**src/rtl/bridge_pkg.sv**
```systemverilog
// Shared types for the AHB-to-APB bridge: AHB transfer/size/response codes
// and the slave front-end state encoding (also used by the bench).
// Optional error responses are enabled with the AHB_ERR_RESP_EN macro.
package bridge_pkg;

    typedef enum logic [1:0] {
        HTRANS_IDLE   = 2'b00,
        HTRANS_BUSY   = 2'b01,
        HTRANS_NONSEQ = 2'b10,
        HTRANS_SEQ    = 2'b11
    } htrans_t;

    localparam logic [2:0] HSIZE_BYTE  = 3'b000;
    localparam logic [2:0] HSIZE_HALF  = 3'b001;
    localparam logic [2:0] HSIZE_WORD  = 3'b010;

    localparam logic HRESP_OKAY  = 1'b0;
    localparam logic HRESP_ERROR = 1'b1;

    // ERR1/ERR2 are only reachable when AHB_ERR_RESP_EN is defined.
    typedef enum logic [2:0] {
        FE_IDLE  = 3'd0,
        FE_WDATA = 3'd1,
        FE_REQ   = 3'd2,
        FE_WAIT  = 3'd3,
        FE_DONE  = 3'd4,
        FE_ERR1  = 3'd5,
        FE_ERR2  = 3'd6
    } fe_state_t;

endpackage

```
**src/rtl/ahb_addr_capture.sv**
```systemverilog
// Address-phase register: holds addr/write/size of the accepted AHB transfer
// for the duration of its data phase.
module ahb_addr_capture #(
    parameter int ADDR_W = 32
) (
    input  logic              clk,
    input  logic              preset_n,
    input  logic              load_i,
    input  logic [ADDR_W-1:0] addr_i,
    input  logic              write_i,
    input  logic [2:0]        size_i,
    output logic [ADDR_W-1:0] addr_o,
    output logic              write_o,
    output logic [2:0]        size_o
);

    logic [ADDR_W-1:0] addr_q, addr_d;
    logic              write_q, write_d;
    logic [2:0]        size_q, size_d;

    // Load a new address phase only when the front end accepts a transfer.
    always_comb begin
        addr_d  = addr_q;
        write_d = write_q;
        size_d  = size_q;
        if (load_i) begin
            addr_d  = addr_i;
            write_d = write_i;
            size_d  = size_i;
        end
    end

    // Address-phase registers, cleared by the asynchronous bridge reset.
    always_ff @(posedge clk or negedge preset_n) begin
        if (!preset_n) begin
            addr_q  <= '0;
            write_q <= 1'b0;
            size_q  <= '0;
        end else begin
            addr_q  <= addr_d;
            write_q <= write_d;
            size_q  <= size_d;
        end
    end

    assign addr_o  = addr_q;
    assign write_o = write_q;
    assign size_o  = size_q;

endmodule

```
**src/rtl/ahb_slave_frontend.sv**
```systemverilog
// AHB-Lite slave front end of the AHB-to-APB bridge. Captures one AHB
// transfer, presents it on a valid/ready request channel to the APB master
// and stretches the AHB data phase until the APB response returns.
// Request channel: req_valid_o rises in REQ and stays high, with req_* held
// stable, until req_ready_i is sampled high on a clock edge; the transfer is
// taken on that edge. rsp_valid_i is a one-cycle pulse, only honoured in WAIT.
// Macro AHB_ERR_RESP_EN enables two-cycle ERROR responses (PSLVERR, oversize).
module ahb_slave_frontend
    import bridge_pkg::*;
#(
    parameter int ADDR_W = 32,
    parameter int DATA_W = 32
) (
    input  logic              clk,
    input  logic              preset_n,
    input  logic              hsel_i,
    input  logic [ADDR_W-1:0] haddr_i,
    input  logic [1:0]        htrans_i,
    input  logic              hwrite_i,
    input  logic [2:0]        hsize_i,
    input  logic [DATA_W-1:0] hwdata_i,
    input  logic              hready_i,
    output logic              hreadyout_o,
    output logic [DATA_W-1:0] hrdata_o,
    output logic              hresp_o,
    output logic              req_valid_o,
    input  logic              req_ready_i,
    output logic [ADDR_W-1:0] req_addr_o,
    output logic              req_write_o,
    output logic [DATA_W-1:0] req_wdata_o,
    input  logic              rsp_valid_i,
    input  logic [DATA_W-1:0] rsp_rdata_i,
    input  logic              rsp_err_i
);

    fe_state_t         state_q, state_d;
    logic [DATA_W-1:0] hrdata_q, hrdata_d;
    logic [DATA_W-1:0] wdata_q, wdata_d;
    logic [ADDR_W-1:0] cap_addr;
    logic              cap_write;
    logic [2:0]        cap_size;
    logic              accept;
    logic              can_accept;
    logic              oversize;
    logic              rsp_is_err;
    logic              unused_sigs;

    // NONSEQ and SEQ both have htrans[1] set; IDLE/BUSY get a zero-wait OKAY.
    assign accept     = hsel_i & hready_i & htrans_i[1];
    assign can_accept = (state_q == FE_IDLE) || (state_q == FE_DONE) ||
                        (state_q == FE_ERR2);

`ifdef AHB_ERR_RESP_EN
    assign oversize    = (hsize_i > HSIZE_WORD);
    assign rsp_is_err  = rsp_err_i;
    assign unused_sigs = ^{htrans_i[0], cap_size};
`else
    // Oversize transfers proceed as word accesses; PSLVERR is dropped.
    assign oversize    = 1'b0;
    assign rsp_is_err  = 1'b0;
    assign unused_sigs = ^{htrans_i[0], cap_size, rsp_err_i};
`endif

    ahb_addr_capture #(
        .ADDR_W (ADDR_W)
    ) u_addr_capture (
        .clk      (clk),
        .preset_n (preset_n),
        .load_i   (accept & can_accept),
        .addr_i   (haddr_i),
        .write_i  (hwrite_i),
        .size_i   (hsize_i),
        .addr_o   (cap_addr),
        .write_o  (cap_write),
        .size_o   (cap_size)
    );

    // Next-state and datapath update for the front-end FSM.
    always_comb begin
        state_d  = state_q;
        hrdata_d = hrdata_q;
        wdata_d  = wdata_q;
        case (state_q)
            FE_IDLE, FE_DONE, FE_ERR2: begin
                if (accept) begin
                    if (oversize)      state_d = FE_ERR1;
                    else if (hwrite_i) state_d = FE_WDATA;
                    else               state_d = FE_REQ;
                end else begin
                    state_d = FE_IDLE;
                end
            end
            FE_WDATA: begin
                wdata_d = hwdata_i;
                state_d = FE_REQ;
            end
            FE_REQ: begin
                if (req_ready_i) state_d = FE_WAIT;
            end
            FE_WAIT: begin
                if (rsp_valid_i) begin
                    if (rsp_is_err) begin
                        state_d = FE_ERR1;
                    end else begin
                        state_d = FE_DONE;
                        if (!cap_write) hrdata_d = rsp_rdata_i;
                    end
                end
            end
            FE_ERR1: state_d = FE_ERR2;
            default: state_d = FE_IDLE;
        endcase
    end

    // State and data registers; reset drops any in-flight transfer silently.
    always_ff @(posedge clk or negedge preset_n) begin
        if (!preset_n) begin
            state_q  <= FE_IDLE;
            hrdata_q <= '0;
            wdata_q  <= '0;
        end else begin
            state_q  <= state_d;
            hrdata_q <= hrdata_d;
            wdata_q  <= wdata_d;
        end
    end

    assign hreadyout_o = !((state_q == FE_WDATA) || (state_q == FE_REQ) ||
                           (state_q == FE_WAIT)  || (state_q == FE_ERR1));
`ifdef AHB_ERR_RESP_EN
    assign hresp_o = ((state_q == FE_ERR1) || (state_q == FE_ERR2)) ? HRESP_ERROR
                                                                     : HRESP_OKAY;
`else
    assign hresp_o = HRESP_OKAY;
`endif
    assign hrdata_o    = hrdata_q;
    assign req_valid_o = (state_q == FE_REQ);
    assign req_addr_o  = cap_addr;
    assign req_write_o = cap_write;
    assign req_wdata_o = wdata_q;

endmodule

```
**config.mk**
```make
export PLATFORM = sky130hd
export DESIGN_NAME = ahb_slave_frontend
export DESIGN_NICKNAME = d
export VERILOG_FILES = /design/src/rtl/bridge_pkg.sv /design/src/rtl/ahb_addr_capture.sv /design/src/rtl/ahb_slave_frontend.sv
export SDC_FILE = /design/constraint.sdc
export NUM_CORES = 1
export LEC_CHECK = 0
export CAP_MARGIN = 40
export CORE_ASPECT_RATIO = 0.6
export CORE_UTILIZATION = 40
export DETAILED_ROUTE_END_ITERATION = 7
export GPL_ROUTABILITY_DRIVEN = 0
export PLACE_DENSITY = 0.77
export REMOVE_ABC_BUFFERS = 1
export SETUP_SLACK_MARGIN = 0.2
export SLEW_MARGIN = 5
export SYNTH_ARGS = -nofsm -noshare
export SYNTH_HDL_FRONTEND = slang
export SYNTH_HIERARCHICAL = 1
export SYNTH_SLANG_ARGS = --single-unit
```
**constraint.sdc**
```tcl
create_clock -name clk -period 2.1 [get_ports clk]
set_input_delay 0.525 -clock clk [delete_from_list [all_inputs] [get_ports clk]]
set_output_delay 0.525 -clock clk [all_outputs]
set_load 0.02 [all_outputs]
```
# Word level (Yosys, flattened, before mapping)
# Index checks and enable logic that the tools add are counted.
# op_classes
n_reduce_logical	10
eq_ne	8
bitwise_logic	4
n_mux	5
# ops
operator	count
$pmux W3 S5	1
$eq A3 B3 Y1 const B	3
$mux W3	3
$eq A3 B2 Y1 const B	2
$logic_or A1 B1 Y1	5
$and A1 B1 Y1	3
$eq A3 B1 Y1 const B	1
$logic_not A3 Y1	1
$reduce_and A3 Y1	1
$reduce_or A3 Y1	1
$mux W2	1
$ne A2 B1 Y1 const B	1
$ne A2 B2 Y1 const B	1
$reduce_and A2 Y1	1
$logic_not A1 Y1	1
$not A1 Y1	1
# totals
word_cells	32
output_inout_bits	100
regBits	100
inputBits	109

# Logic depth before layout (Yosys ltp)
# logic_depth
word_depth	5
ltp_mapped	5
ltp_nobuf	3

# Cells and area by module
# The synthesis kept the hierarchy.
# modules_own_cells
module	cells_each	n_inst	area_per_inst_um2	seq_area_each_um2
ahb_slave_frontend	158	1	2592.5	1676.6
ahb_addr_capture	76	1	1490.2	900.9

# Least setup slack after synthesis
# No wires, ideal clock.
# synth_path
path_type	input -> register
from	input port htrans_i[1]
to	register u_addr_capture.addr_q[0] (netlist: u_addr_capture/addr_o[0])
setup_ps	125
path_buffers	2
stages	5
required_ps	1975
arrival_ps	1402
slack_ps	573
cell_sequence	nand4b_1 -> nor2_1 -> buf_6 -> buf_12 -> mux2_4
# synth_between
elab_chain_cells	2
# synth_rtl
element	line_no	source
start: declaration	ahb_slave_frontend.sv:18	input logic [1:0] htrans_i,
$and A1 B1 Y1	ahb_slave_frontend.sv:49	assign accept = hsel_i & hready_i & htrans_i[1];
$and A1 B1 Y1	ahb_slave_frontend.sv:69	.load_i (accept & can_accept),
end signal: assignment	ahb_addr_capture.sv:40	addr_q <= addr_d;
end: declaration	ahb_addr_capture.sv:17	logic [ADDR_W-1:0] addr_q, addr_d;
# No other way between the ends.
# A chain may end at the register's enable or synchronous reset.

# Final worst setup path
# layout_path
from	register hrdata_q[10] (netlist: hrdata_o[10])
to	output port hrdata_o[10]
# layout_rtl
element	line_no	source
start: declaration	ahb_slave_frontend.sv:37	logic [DATA_W-1:0] hrdata_q, hrdata_d;
start signal: assignment	ahb_slave_frontend.sv:123	hrdata_q <= hrdata_d;
end: declaration	ahb_slave_frontend.sv:24	output logic [DATA_W-1:0] hrdata_o,
# No word-level cell between the ends.

==> flow_summary.ini <==
[outcome]
run_status = completed

[worst_setup_path]
crit_arrival_ps = 1320
r2r_slack_ps = 430
worst_path_max_delay_cell = clkdlybuf4s50_1
worst-path-buf-inv = 1
reg2reg_depth = 5
critical_path_required_ps = 1570
cp_top_family = buffers and inverters
slowest_delay_ps = 630
critical_path_class = register to primary output
path_cells = clkdlybuf4s50_1
r2r-start = state_q[2]
start_kind = register
crit_path_end_kind = primary output
crit_fanout = 2
rr_endpoint = hrdata_o[0]

[final_layout]
postLayoutCoreUtil_pct = 68.93
finalNonFillerCells = 572
drive_above_1_share_pct = 27.15
area_growth_pct = 62.91
fin_nets = 546
n_antenna_cell = 0
fin_area_sq_mm = 0.006474

[timing]
finalMaxSlewViolations = 0
setup_viol = 0
min_period_ps = 1849
skew_ps = 4.258
finalHoldViolations = 0
worst_slack_ps = 251.4
max_freq_ghz = 0.5409
min_period_over_period_pct = 88.03
holdWs_ps = 110.8
tns_ps = 0
rsz0062_at_grt = no

[clocking]
clk_pin_slew_ps = 70
clk_latency_ps = 340
clock-root-buffer = clkbuf_16
cts_buffer_depth = 2
holdBufCountCts = 0
clkSinkCount = 100
cts_tree = built
cts.htree.levels = 3
cts_buffers = 9

[synth]
syn_avg_cell_area_sq_um = 17.43
yosysWarnings = 6
syn_area_sq_mm = 0.003974
netlist_instances = 228

[die]
core_area_sq_mm = 0.009392
io_pins = 209
die_h_um = 79.21
std_cell_rows = 27
dieWidth_um = 130.7
start_util_pct = 42.31
die_area_sq_mm = 0.01035

[grt]
grt_start_max_net_pins = 55
grtUsageTotal_pct = 18.95
grt-ovfl-total = 0
grt_pass1_wl_um = 14370
antenna_found_initial = 0
grt_pass1_vias = 2787

[placed_design]
portBuffers = 202
place_area_sq_mm = 0.006143
dp.cells = 556
pre_cts_slack_ps = 5.599
hpwl_um = 7092

[detailed_routing]
ant_nets = 0
routedWlPerCell_um = 16.45
drtPass1Iterations = 4
wirelength_um = 9411
drt_iter0_markers = 62
viasPerCell = 4.594
vias = 2628
remaining_drc_errors = 0

[power]
ir_drop_mv = 1.013
power.density_mw_per_mm2 = 1574
p_leak_nw = 2.821
finalPower_mw = 10.19

[flow_run]
maxCapViolations = 0

[min_path]
hp-class = primary input to async pin
==> cell type report <==
class,instances,area (sq um)
Clock buffer,10,229.0
Clock inverter,6,88.84
Fill cell,675,2918
Inverter,2,7.507
Multi-Input combinational cell,114,1331
Sequential cell,100,2502
Tap cell,130,162.7
Timing Repair Buffer,210,2152
==> power breakdown <==
part / switching (mW) / leakage, nW / internal (mW) / total, mW
sequential: 0.521 / 1.21 / 2.89 / 3.42
combinational: 2.22 / 1.47 / 2.82 / 5.04
clock: 0.690 / 0.149 / 1.04 / 1.73
==> timing repair <==
action	4_1_cts	5_1_grt
endpoints found under the setup margin	4	11
setup buffers	0	0
gates resized for setup	8	11
==> placed cells by master (no fill, tap or decap), drive strengths merged, types with 2 or more instances in the layout <==
| master | count |
|---|---|
| clkdlybuf4s50 | 188 |
| dfrtp | 100 |
| mux2 | 97 |
| clkbuf | 11 |
| buf | 10 |
| dlymetal6s2s | 9 |
| nor2 | 3 |
| nand2b | 2 |
| inv | 2 |
| clkinvlp | 2 |
| bufinv | 2 |
| dlygate4sd2 | 2 |
| nor2b | 2 |
| clkinv | 2 |
==> how the worst max path moves through the flow <==
stage | start | to | slack [ps] | depth (start not counted)
final | hrdata_o[10] | hrdata_o[10] | 250 | 1
after CTS | state_q[1] | hreadyout_o | 180 | 3
after global placement | htrans_i[1] | u_addr_capture/addr_o[29] | 30 | 5
after detailed placement | htrans_i[1] | u_addr_capture/addr_o[31] | 6 | 5
after global routing | u_addr_capture/addr_o[19] | req_addr_o[19] | 200 | 1
after floorplan | htrans_i[1] | u_addr_capture/addr_o[29] | -1290 | 3
==> state kept, by name (all words and copies together), names as in the netlist <==
signal	cells
hrdata_o	32
req_wdata_o	32
state_q	3
u_addr_capture/addr_o	32
u_addr_capture/write_o	1
==> routing by layer <==
metal  wire, um  GRT usage [%]  up-vias
met5          0              0        -
met4        104          6.207        0
met3       1090          9.771       10
met2       4377          29.95      124
met1       3839          22.24     1286
li1           -              -     1208
(Power assumes the default switching activity.)
